--- src/rtl/instr_fetch_queue.sv ---
// Fetch stage: one outstanding imem request, DEPTH-entry instruction queue, redirect flush.
// Optional FETCH_STATS_EN adds saturating stat_fetched / stat_flushed counters.
module instr_fetch_queue #(
  parameter int DEPTH   = 4,
  parameter int PC_W    = 12,
  parameter int INSTR_W = 19
) (
  input  logic               clk,
  input  logic               rst,
  output logic               imem_req,
  output logic [PC_W-1:0]    imem_addr,
  input  logic               imem_valid,
  input  logic [INSTR_W-1:0] imem_data,
  output logic               instr_valid,
  output logic [INSTR_W-1:0] instruction,
  output logic [PC_W-1:0]    instr_pc,
  input  logic               advance,
  input  logic               redirect,
  input  logic [PC_W-1:0]    redirect_pc,
`ifdef FETCH_STATS_EN
  output logic [15:0]        stat_fetched,
  output logic [15:0]        stat_flushed,
`endif
  output logic [1:0]         fsm_state
);
  localparam int AW = $clog2(DEPTH);
  localparam int CW = AW + 1;

  typedef enum logic [1:0] {S_IDLE = 2'd0, S_WAIT = 2'd1, S_DISCARD = 2'd2} state_t;

  state_t             state_q, state_d;
  logic [PC_W-1:0]    fetch_pc_q, fetch_pc_d;
  logic [AW-1:0]      head_q, tail_q;
  logic [CW-1:0]      count_q;
  logic [INSTR_W-1:0] instr_mem [DEPTH];
  logic [PC_W-1:0]    pc_mem [DEPTH];
  logic               credit, do_enq, do_deq, drop;

  // Handshakes: imem_req is a one-cycle issue pulse, imem_valid answers the single
  // outstanding request; instr_valid/advance is valid/ready, head pops when both are high.
  assign credit    = count_q < CW'(DEPTH);
  assign imem_addr = fetch_pc_q;
  assign fsm_state = state_q;

  always_comb begin
    state_d    = state_q;
    fetch_pc_d = fetch_pc_q;
    imem_req   = 1'b0;
    do_enq     = 1'b0;
    drop       = 1'b0;
    case (state_q)
      S_IDLE: begin
        if (redirect) begin
          fetch_pc_d = redirect_pc;
        end else if (credit && !rst) begin
          imem_req = 1'b1;
          state_d  = S_WAIT;
        end
      end
      S_WAIT: begin
        if (redirect) begin
          fetch_pc_d = redirect_pc;
          if (imem_valid) begin
            drop    = 1'b1;
            state_d = S_IDLE;
          end else begin
            state_d = S_DISCARD;
          end
        end else if (imem_valid) begin
          do_enq     = 1'b1;
          fetch_pc_d = fetch_pc_q + 1'b1;
          state_d    = S_IDLE;
        end
      end
      S_DISCARD: begin
        // The stale response is swallowed even if another redirect lands on it.
        if (redirect) fetch_pc_d = redirect_pc;
        if (imem_valid) begin
          drop    = 1'b1;
          state_d = S_IDLE;
        end
      end
      default: state_d = S_IDLE;
    endcase
  end

  assign do_deq = (count_q != '0) && advance && !redirect;

  always_ff @(posedge clk) begin
    if (rst) begin
      state_q    <= S_IDLE;
      fetch_pc_q <= '0;
      head_q     <= '0;
      tail_q     <= '0;
      count_q    <= '0;
    end else begin
      state_q    <= state_d;
      fetch_pc_q <= fetch_pc_d;
      if (redirect) begin
        head_q  <= '0;
        tail_q  <= '0;
        count_q <= '0;
      end else begin
        if (do_enq) tail_q <= tail_q + 1'b1;
        if (do_deq) head_q <= head_q + 1'b1;
        count_q <= count_q + CW'(do_enq) - CW'(do_deq);
      end
    end
  end

  always_ff @(posedge clk) begin
    if (do_enq && !rst) begin
      instr_mem[tail_q] <= imem_data;
      pc_mem[tail_q]    <= fetch_pc_q;
    end
  end

  assign instr_valid = count_q != '0;
  assign instruction = instr_valid ? instr_mem[head_q] : '0;
  assign instr_pc    = instr_valid ? pc_mem[head_q] : '0;

`ifdef FETCH_STATS_EN
  logic [15:0] stat_fetched_q, stat_flushed_q;
  logic [16:0] flushed_sum;

  // Flushed counts queued entries lost to a redirect plus dropped responses.
  assign flushed_sum = {1'b0, stat_flushed_q} + 17'(redirect ? count_q : '0) + 17'(drop);

  always_ff @(posedge clk) begin
    if (rst) begin
      stat_fetched_q <= '0;
      stat_flushed_q <= '0;
    end else begin
      if (do_enq && stat_fetched_q != 16'hFFFF) stat_fetched_q <= stat_fetched_q + 1'b1;
      stat_flushed_q <= flushed_sum[16] ? 16'hFFFF : flushed_sum[15:0];
    end
  end

  assign stat_fetched = stat_fetched_q;
  assign stat_flushed = stat_flushed_q;
`endif
endmodule

--- config.mk ---
export PLATFORM = sky130hd
export DESIGN_NAME = instr_fetch_queue
export DESIGN_NICKNAME = d
export VERILOG_FILES = /design/src/rtl/instr_fetch_queue.sv
export SDC_FILE = /design/constraint.sdc
export NUM_CORES = 1
export LEC_CHECK = 0
export CAP_MARGIN = 10
export CORE_MARGIN = 2
export CORE_UTILIZATION = 25
export CTS_CLUSTER_SIZE = 30
export DETAILED_ROUTE_END_ITERATION = 10
export PLACE_DENSITY_LB_ADDON = 0.1
export SLEW_MARGIN = 20
export SYNTH_ARGS = -nofsm -noshare
export SYNTH_HDL_FRONTEND = slang
export SYNTH_SLANG_ARGS = --single-unit
--- constraint.sdc ---
create_clock -name clk -period 5.42 [get_ports clk]
set_input_delay 0.813 -clock clk [delete_from_list [all_inputs] [get_ports clk]]
set_output_delay 0.813 -clock clk [all_outputs]
set_load 0.05 [all_outputs]
==> results of run 1 <==
path summary, 6_finish.rpt:
path                start          to  slack, ns  cells after the start
max                   rst    imem_req       1.31                      4
min reg2reg     head_q[1]        flop       0.52                      2
min             head_q[1]        flop       0.52                      2
max reg2reg  fsm_state[0]  count_q[2]       2.78                      9
cell usage in the layout (no fill, tap or decap), types with 2 or more instances in the layout:
cell type	n
nand2b_1	4
nor2_1	13
nand2_1	10
and2_0	2
dfxtp_2	2
mux2_2	2
clkbuf_1	2
a211oi_1	2
nand3_1	5
nand4_1	2
inv_1	10
buf_4	2
nor3_1	8
dfxtp_1	21
or2_1	2
and2_2	4
a311o_1	2
mux4_2	31
clkinvlp_4	5
or3_1	2
a21oi_1	12
edfxtp_1	124
clkdlybuf4s50_1	82
o21ai_0	10
xnor2_1	5
clkinv_4	2
clkbuf_16	17
nor4_1	5
o32ai_1	2
ha_1	7
bufinv_16	3
and2_1	2
nor2b_1	32
registers in the layout (all words and copies together) (netlist names), named ones only:
name and flops:
instr_mem 76, count_q 3, pc_mem 48, imem_addr 12
fsm_state 2, head_q 2, tail_q 2
cell type report:
type	instances	share of cell area, %
Timing Repair Buffer	84	10.7
Clock inverter	12	2.03
Multi-Input combinational cell	186	22.4
Inverter	10	0.481
Tap cell	324	5.19
Sequential cell	147	53.6
Clock buffer	19	5.54
routing by layer:
metal / global-route usage, % / share of wire [%] / up-vias
met2: 17.1 / 47 / 106
met3: 3.40 / 6.4 / 11
li1: - / - / 1569
met5: 0 / 0 / -
met4: 3.10 / 0.98 / 0
met1: 14.4 / 46 / 1648
tightest hold or removal path, cell delays in order (launching register included):
cell and delay [ns]:
dfxtp_1 0.33, xnor2_1 0.11, nor2_1 0.04
through the flow:
step | utilization [%] | hold WS (ns) | std cells
after floorplan | - | 0.489 | 362
after global placement | 30.0 | 0.514 | 751
after detailed placement | 30.0 | 0.504 | 751
after CTS | 32.5 | 0.522 | 782
after global routing | 32.5 | 0.571 | 782
final | 32.5 | 0.521 | 782
power by group:
part | leakage (nW) | total [W] | switching [W] | internal (W)
Clock | 0.272 | 0.00117 | 0.000450 | 0.000723
Combinational | 0.804 | 0.000154 | 0.0000898 | 0.0000640
Sequential | 1.31 | 0.00126 | 0.0000249 | 0.00124
cells by family after synthesis:
family          after synthesis  share of synthesized area (%)
compound gates               37                           4.11
xor+xnor                      5                          0.722
fa+ha+maj                     8                           1.77
buf+inv                      29                           2.33
flops                       147                           69.0
mux                          34                           12.0
simple gates                102                           10.0
==> impl_metrics.toml, run 1 <==
[outcome]
run_status = "finished, final reports clean"

[place]
pre_cts_slack_ns = 1.27
io_buffer_count = 82
gp_congestion = 0.701
post_dp_cell_area_um2 = 7220
dpl.hpwl_mm = 7.88

[run]
drv_cap = 0

[grt]
grt_pass1_vias = 3474
overflow = 0
grt_usage_pct = 10.8
antenna_found_initial = 0
grt_pass1_wl_mm = 20.5
grt_max_degree = 35

[critical_path]
end_kind = "primary output"
critPathKind = "in2out"
path_cells = "clkdlybuf4s50_1 > or2_2 > nor4_4 > clkdlybuf4s50_1"
crit_arrival_ns = 3.30
cp.required_ns = 4.61
cpMostUsedCell = "clkdlybuf4s50_1"
critical-path-top-delay-family = "buffers and inverters"
critPathLaunchType = "input pin"
slowest_delay_ns = 0.84
cp_num_buf_inv = 2
critPathSlowestCell = "clkdlybuf4s50_1"
cp_max_fo = 20

[timing]
max_slew.worst_pin.slew_ns = 0.972
worst_clock_skew_ns = 0.00801
maxSlewHeadroom_pct = 35.2
setup_viol = 0
finalCritPeriodShare_pct = 75.8
rsz0062_at_grt = "no"
layout_setup_ws_ns = 1.31
fmax_ghz = 0.243
fin_crit_ns = 4.11
hold_viol = 0
finalMaxSlewViolations = 0
timing.setup.tns_ns = 0

[drt]
vias = 3334
remaining_drc_errors = 0
first_pass_iters = 4
wl_per_cell_um = 17.4
via_per_inst = 4.26
drt-total-wl_mm = 13.6
drt_iter0_markers = 163
drtAntennaViolNets = 0

[logic_synthesis]
yosysUniqueCellTypes = 51
avgSynthCellArea_um2 = 16.8
ys_ff_latch = 147
yosys.area.top_type = "edfxtp_1"
synth-edff-count = 124
synth_common_cells = "edfxtp_1 (124), nor2b_1 (32), mux4_2 (31)"
synth_sequential_area_ratio_pct = 69.0
yosys_warnings = 0
syn_area_um2 = 6070
async_reset_ff_share_pct = 0
synth_ff_type = "edfxtp_1"
synth_most_common_cell = "edfxtp_1"
synth_nets = 406
synth_top_area_share_pct = 61.4
netlist_top_cells_area = "edfxtp_1 (61%), mux4_2 (12%), dfxtp_1 (7.6%), nor2b_1 (3.3%), ha_1 (1.4%)"
synth_cells = 362

[clock_network]
cts_tree = "built"
htree_levels = 4
clock-sinks = 147
cts-root-buf = "clkbuf_16"
postCtsSetupBuffers = 0
hold_buffers = 0
numCtsBuffers = 17
clock_latency_ns = 0.41
clk_path_buf_depth = 2
cts_resized = 0
clkTransAtPathRegs_ns = 0.06

[final_layout]
insertedDiodeCount = 0
drive_gt1_share_pct = 17.5
fin_nets = 490
fillCellCount = 2368
multi_input_area_um2 = 1750
area_growth_pct = 28.7
fin_area_um2 = 7810
regArea_um2 = 4190

[power_and_ir_drop]
leakagePower_nw = 2.39
irDropWorstVdd_v = 0.000175
powerDensity_nw_per_um2 = 332
p_total_w = 0.00259

[floorplanning]
ios = 83
std_cell_rows = 57
start_util_pct = 25.2
dieArea_um2 = 25500
die_w_um = 160
core_um2 = 24000
die_h_um = 160

[hold_path]
hp-class = "reg2reg"
Power figures use the tool's default switching activity.
==> run 2: changes to the inputs <==
==> constraint.sdc (replaced) <==
create_clock -name clk -period 4.2 [get_ports clk]
set_input_delay 0.63 -clock clk [delete_from_list [all_inputs] [get_ports clk]]
set_output_delay 0.63 -clock clk [all_outputs]
set_load 0.05 [all_outputs]
==> run 2 against run 1 <==
Compared with the run above: worst setup slack got worse by 0.63 ns; non-clock buffer count increased by 13; global-route usage increased by 0.38 points; die area unchanged; first-iteration DRC count decreased by 1.2%; flip-flop and latch count unchanged; sequential power increased by 29%; register-to-register slack got worse by 1.2 ns; final area increased by 1.1%; sequential share of layout area decreased by 0.57 points; largest cell class unchanged.
==> impl_metrics.toml, run 2 (synthesized netlist as in run 1, its figures left out) <==
[critical_path]
r2r-end = "count_q[2]"
rr_startpoint = "fsm_state[0]"
critPathKind = "reg2out"
end_kind = "primary output"
critPathLaunchType = "flop"
rrSetupSlack_ns = 1.58
reg2reg_depth = 9
cp.required_ns = 3.57
cp_max_fo = 15
crit_arrival_ns = 2.89

[clock_network]
cts-root-buf = "clkbuf_16"
hold_buffers = 0
clkTransAtPathRegs_ns = 0.06
clk_path_buf_depth = 2
postCtsSetupBuffers = 0
clock-sinks = 147
clock_latency_ns = 0.41
cts_resized = 0
numCtsBuffers = 17
cts_tree = "built"
htree_levels = 4

[timing]
finalCritPeriodShare_pct = 83.7
max_slew.worst_pin.slew_ns = 0.795
hold_viol = 0
maxSlewHeadroom_pct = 47.0
layout_setup_ws_ns = 0.684
fin_crit_ns = 3.52
rsz0062_at_grt = "no"
worst_clock_skew_ns = 0.00793
finalMaxSlewViolations = 0
setup_viol = 0
fmax_ghz = 0.284
holdWs_ns = 0.515
timing.setup.tns_ns = 0

[drt]
drt-total-wl_mm = 13.6
first_pass_iters = 6
drtAntennaViolNets = 0
drt_iter0_markers = 161
via_per_inst = 4.24
remaining_drc_errors = 0
wl_per_cell_um = 17.1
vias = 3376

[hold_path]
hp-class = "reg2reg"
hold_depth = 2
hp-start = "head_q[1]"

[grt]
overflow = 0
grt_max_degree = 26
grt_pass1_wl_mm = 21.4
grt_usage_pct = 11.2
antenna_found_initial = 0
grt_pass1_vias = 3624

[power_and_ir_drop]
p_total_w = 0.00330
powerDensity_nw_per_um2 = 418
leakagePower_nw = 2.45
irDropWorstVdd_v = 0.000157

[run]
drv_cap = 0

[final_layout]
final_common_cell = "edfxtp_1"
largest_register = "instr_mem"
largest_register_ffs = 76
final_cell_mix = "edfxtp_1 (124), clkdlybuf4s50_1 (82), nor2b_1 (32), mux4_2 (31), dfxtp_1 (21)"
postLayoutCoreUtil_pct = 32.8
drive_gt1_share_pct = 19.9
multi_input_area_um2 = 1750
fillCellCount = 2355
regArea_um2 = 4190
area_growth_pct = 30.1
insertedDiodeCount = 0
fin_nets = 503

[floorplanning]
std_cell_rows = 57
die_h_um = 160
die_w_um = 160
dieArea_um2 = 25500
core_um2 = 24000
ios = 83
start_util_pct = 25.2

[place]
io_buffer_count = 82
dpl.hpwl_mm = 8.76
gp_congestion = 0.689
pre_cts_slack_ns = 0.922

[outcome]
run_status = "finished, final reports clean"
run 2: power by group:
group,leakage [nW],switching [W],internal (W)
combinational,0.872,0.000117,0.0000847
sequential,1.31,0.0000314,0.00160
clock,0.273,0.000579,0.000891
run 2: critical path, stage by stage (launching register included):
cell and delay [ns]:
dfxtp_2 0.71, buf_4 0.35, mux4_2 0.51, nor2b_1 0.18, clkdlybuf4s50_1 0.71
run 2: area by class of cell:
class                      count  area share [%]
tap                          324            5.14
timing repair buffer          97            11.8
inverter                      10           0.476
sequential                   147            53.0
clock buffer                  20            5.66
multi-input combinational    186            22.2
clock inverter                12            1.66
run 2: how the worst max path moves through the flow:
stage,from,depth (start not counted),slack [ns],to
2_1_floorplan,fsm_state[0],10,1.66,count_q[2]
3_3_place_gp,redirect,4,0.95,imem_req
3_5_place_dp,redirect,4,0.92,imem_req
4_1_cts,flop,4,0.55,instr_pc[6]
5_1_grt,flop,4,0.47,instr_pc[6]
6_report,flop,4,0.68,instr_pc[8]
run 2: per-layer routing:
| layer | global-route usage (%) | share of wire [%] |
|---|---|---|
| met5 | 0 | 0 |
| met4 | 3.26 | 0.85 |
| met3 | 3.40 | 4.5 |
| met2 | 17.4 | 47 |
| met1 | 15.2 | 48 |
run 2: metrics by stage:
stage	std cells	instance area, um^2
finish	796	7890
global placement	764	7310
CTS	796	7890
global route	796	7890
floorplan	362	6070
detailed placement	764	7310
==> RTL edit 1, RTL diff (config.mk and constraints of run 2) <==
The parameter `DEPTH` goes from 4 to 8.
--- a/src/rtl/instr_fetch_queue.sv
+++ b/src/rtl/instr_fetch_queue.sv
@@ -1,7 +1,7 @@
 // Fetch stage: one outstanding imem request, DEPTH-entry instruction queue, redirect flush.
 // Optional FETCH_STATS_EN adds saturating stat_fetched / stat_flushed counters.
 module instr_fetch_queue #(
-  parameter int DEPTH   = 4,
+  parameter int DEPTH   = 8,
   parameter int PC_W    = 12,
   parameter int INSTR_W = 19
 ) (
Function: changed (Yosys sat finds a counterexample within 10 cycles, from zero or initial values and one cycle with rst high).
==> RTL edit 1 against run 2 <==
Design area grew 72%. Synthesized area grew 81%. Clock power grew 71%. Power grew 77%. Wire length grew 96%. Worst setup slack lost 0.20 ns. Sequential cell count grew 128. Largest power group unchanged.
==> RTL edit 1: results <==
export IMPL_critical_path_class="reg -> out"
export IMPL_drive_gt1_share_pct=20.4
export IMPL_cts_max_level=1
export IMPL_drtIter0Drc=339
export IMPL_antenna_cells=0
export IMPL_worst_pin_slew_ns=0.966
export IMPL_place_gp_congestion=0.746
export IMPL_postSynthNetCount=635
export IMPL_status="complete, no violations"
export IMPL_netlist_cell_type_count=50
export IMPL_path_clk_slew_ns=0.06
export IMPL_r2r_start="count_q[2]"
export IMPL_nets=742
export IMPL_cts_setup_buffers=0
export IMPL_grt_max_degree=33
export IMPL_use_met1_pct=16.5
export IMPL_ys_top_cells_by_count="edfxtp_1, mux4_2, nor2_1"
export IMPL_largest_reg_flops=152
export IMPL_wl_per_cell_um=20.4
export IMPL_critPathArrivalTime_ns=3.09
export IMPL_min_path_type="reg -> reg"
export IMPL_clockBufferDepth=3
export IMPL_clock_skew_ns=0.00591
export IMPL_synth_enable_flop_cells=248
export IMPL_top_register="instr_mem"
export IMPL_p_leak_nw=4.13
export IMPL_grt_pass1_vias=6261
export IMPL_synth_warnings=0
export IMPL_synth_area_leaders="edfxtp_1, mux4_2, dfxtp_1, mux2i_1, nor2_1"
export IMPL_grt_pass1_wl_um=40400
export IMPL_cts_resized=0
export IMPL_dp_slack_ns=0.956
export IMPL_drtPass1Iterations=4
export IMPL_hp_start="head_q[1]"
export IMPL_fill_cells=4225
export IMPL_cp_max_fo=28
export IMPL_clock_latency_ns=0.54
export IMPL_use_met2_pct=19.7
export IMPL_global_route_usage_met3_pct=1.89
export IMPL_seq_area_frac_synth_pct=72.8
export IMPL_cts_made_buffers=31
export IMPL_antenna_found_initial=0
export IMPL_root_buffer="clkbuf_16"
export IMPL_num_vias=5801
export IMPL_io_buffers=82
export IMPL_grt_usage_pct=11.9
export IMPL_dp_hpwl_um=15800
export IMPL_setup_viol=0
export IMPL_ys_async_sr_fraction_pct=0
export IMPL_ir_drop_v=0.000240
-- RTL edit 1: layer usage --
metal / vias up / wire, um / part of all wire, %
li1: 2583 / - / -
met1: 3031 / 12300 / 46
met2: 152 / 12600 / 47
met3: 35 / 1320 / 4.9
met4: 0 / 443 / 1.7
met5: - / 0 / 0
-- RTL edit 1: final cells by class --
| class | count | area [um^2] | area share (%) |
|---|---|---|---|
| flip-flops and latches | 275 | 7990 | 58.8 |
| multi-input cells | 275 | 2830 | 20.8 |
| repair buffers | 106 | 1060 | 7.81 |
| clock buffers | 32 | 779 | 5.74 |
| well taps | 585 | 732 | 5.39 |
| clock inverters | 23 | 166 | 1.22 |
| inverters | 9 | 33.8 | 0.249 |
-- RTL edit 1: through the flow --
| stage | util [%] | std cells | power (W) | cell area (um^2) |
|---|---|---|---|---|
| 2_1_floorplan | - | 591 | 0.00325 | 11000 |
| 3_3_place_gp | 29.3 | 1250 | 0.00338 | 12600 |
| 3_5_place_dp | 29.3 | 1250 | 0.00339 | 12600 |
| 4_1_cts | 31.5 | 1305 | 0.00595 | 13600 |
| 5_1_grt | 31.5 | 1305 | 0.00606 | 13600 |
| 6_report | 31.5 | 1305 | 0.00585 | 13600 |
-- RTL edit 1: final timing paths --
check	cells past startpoint	slack [ns]	to
min	2	0.50	head_q[1]
min reg2reg	2	0.50	head_q[1]
max reg2reg	13	1.48	count_q[2]
max	5	0.48	instruction[18]
-- RTL edit 1: worst max-delay path, cell delays in order (launching register included) --
cell	delay (ns)
dfxtp_4	0.57
buf_12	0.31
mux4_2	0.54
mux2i_1	0.28
nor2_1	0.10
clkdlybuf4s50_1	0.73
-- RTL edit 1: power by group --
part           switching, W  internal, W
clock               0.00106      0.00146
sequential        0.0000457      0.00300
combinational      0.000172     0.000105
-- RTL edit 1: cell families after synthesis --
logic type | synth area share, %
buffers and inverters | 2.10
adders and majority gates | 0.980
AOI/OAI and AO/OA | 2.88
muxes | 15.7
xor gates and xnor gates | 0.479
DFF | 72.8
and+or+nand+nor | 5.14
==> RTL edit 2, RTL diff (flow settings as in run 2) <==
Without the edit above. Add an input register stage for `imem_data`, without a reset; this delays it by one clock. The other inputs are not delayed to match.
--- a/src/rtl/instr_fetch_queue.sv
+++ b/src/rtl/instr_fetch_queue.sv
@@ -27,6 +27,12 @@
   localparam int CW = AW + 1;
 
   typedef enum logic [1:0] {S_IDLE = 2'd0, S_WAIT = 2'd1, S_DISCARD = 2'd2} state_t;
+
+  logic [INSTR_W-1:0] imem_data_q;
+
+  always_ff @(posedge clk) begin
+    imem_data_q <= imem_data;
+  end
 
   state_t             state_q, state_d;
   logic [PC_W-1:0]    fetch_pc_q, fetch_pc_d;
@@ -110,7 +116,7 @@
 
   always_ff @(posedge clk) begin
     if (do_enq && !rst) begin
-      instr_mem[tail_q] <= imem_data;
+      instr_mem[tail_q] <= imem_data_q;
       pc_mem[tail_q]    <= fetch_pc_q;
     end
   end
Function: changed (a bounded check fails within 4 cycles, from zero or initial values and one cycle with rst high).
==> RTL edit 2 against run 2 <==
Clock skew increased by 0.0021 ns. Power increased by 6.3%. Worst setup slack improved by 0.11 ns. Design area increased by 4.0%. Synthesized area increased by 5.5%. Hold slack got worse by 0.041 ns. Global-route usage decreased by 0.25 points. Wire length increased by 2.4%. Sequential cell count increased by 19.
==> RTL edit 2: results <==
export IMPL_status="complete, no violations"
export IMPL_grt_max_degree=35
export IMPL_cp_max_fo=26
export IMPL_drtPass1Iterations=4
export IMPL_grt_usage_pct=11.0
export IMPL_postSynthNetCount=425
export IMPL_drive_gt1_share_pct=17.7
export IMPL_hp_start="imem_data_q[13]"
export IMPL_synth_enable_flop_cells=124
export IMPL_ys_top_cells_by_count="edfxtp_1, dfxtp_1, nor2b_1"
export IMPL_wl_um=13900
export IMPL_clock_skew_ns=0.0100
export IMPL_critPathArrivalTime_ns=2.78
export IMPL_nets=518
export IMPL_grt_pass1_wl_um=21600
export IMPL_drc=0
export IMPL_clockBufferDepth=2
export IMPL_cts_max_level=4
export IMPL_worstReg2RegEnd="count_q[2]"
export IMPL_reg2reg_setup_slack_ns=1.67
export IMPL_stdcell_count=817
export IMPL_grt_pass1_vias=3917
export IMPL_drtIter0Drc=135
export IMPL_place_area_um2=7640
export IMPL_worst_hold_path_num_cells=0
export IMPL_syn_inst=381
export IMPL_dp_hpwl_um=8510
export IMPL_min_path_type="reg -> reg"
export IMPL_netlist_cell_type_count=48
export IMPL_path_clk_slew_ns=0.07
export IMPL_slew_headroom_pct=47.8
export IMPL_ir_drop_v=0.000198
export IMPL_dpl_cell_count=785
export IMPL_antenna_found_initial=0
export IMPL_min_to="instr_mem[0][13]"
export IMPL_r2r_start="count_q[2]"
export IMPL_setup_viol=0
export IMPL_reg2regPathDepth=10
export IMPL_synth_area_leaders="edfxtp_1, dfxtp_1, mux4_2, nor2b_1, ha_1"
export IMPL_finalHoldViolCount=0
export IMPL_p_leak_nw=2.61
export IMPL_place_gp_congestion=0.683
export IMPL_drtAntennaViolNets=0
export IMPL_io_buffers=82
export IMPL_intPower_w=0.00270
export IMPL_viasPerCell=4.29
export IMPL_seq_area_frac_synth_pct=71.3
-- RTL edit 2: how the worst max path moves through the flow --
stage / startpoint / to / depth (start not counted)
2_1_floorplan: redirect / imem_req / 4
3_3_place_gp: redirect / imem_req / 4
3_5_place_dp: redirect / imem_req / 4
4_1_cts: register / instruction[1] / 4
5_1_grt: register / instruction[1] / 4
6_report: register / instruction[1] / 4
-- RTL edit 2: stage by stage --
stage                     utilization [%]  hold slack, ns  power, W  worst slack, ns
after floorplan                         -           0.438   0.00196            0.831
after CTS                            32.6           0.477   0.00356            0.695
after global routing                 32.6           0.482   0.00364            0.624
after detailed placement             30.3           0.465   0.00206            0.934
final                                32.6           0.474   0.00351            0.795
after global placement               30.3           0.447   0.00205            0.986
-- RTL edit 2: worst max-delay path, cell delays in order, from the launching register on --
cell and delay (ns):
dfxtp_2 0.84, buf_4 0.29, mux4_2 0.18, nor2b_1 0.19, clkdlybuf4s50_1 0.84
-- RTL edit 2: power by group through the flow --
stage	clock network, W	registers (W)	logic (W)
floorplan	0	0.00188	0.0000786
global placement	0	0.00186	0.000191
detailed placement	0	0.00186	0.000191
CTS	0.00154	0.00183	0.000193
global route	0.00160	0.00183	0.000205
finish	0.00149	0.00183	0.000190
-- RTL edit 2: logic make-up (layout without fill, tap and decap cells) --
family                     Yosys count  after routing  share of synthesized area (%)
AOI/OAI and AO/OA                   38             38                           3.83
xor gates and xnor gates             5              5                          0.684
adders and majority gates            8              8                           1.68
buffers and inverters               33            139                           2.41
DFF                                166            166                           71.3
muxes                               35             35                           11.6
and+or+nand+nor                     96             96                           8.47
-- RTL edit 2: per-layer routing --
layer	up-vias	global-route usage, %	part of all wire [%]
met3	11	3.28	5.0
met2	91	18.0	48
met4	0	4.43	1.3
met1	1756	13.5	46
met5	-	0	0
li1	1650	-	-
-- RTL edit 2: layout make-up --
type / count / area, um^2
clock buffer: 17 / 425
clock inverter: 15 / 145
fill: 2458 / 17000
inverter: 13 / 48.8
multi-input combinational: 182 / 1690
sequential: 166 / 4570
tap: 330 / 413
timing repair buffer: 94 / 923
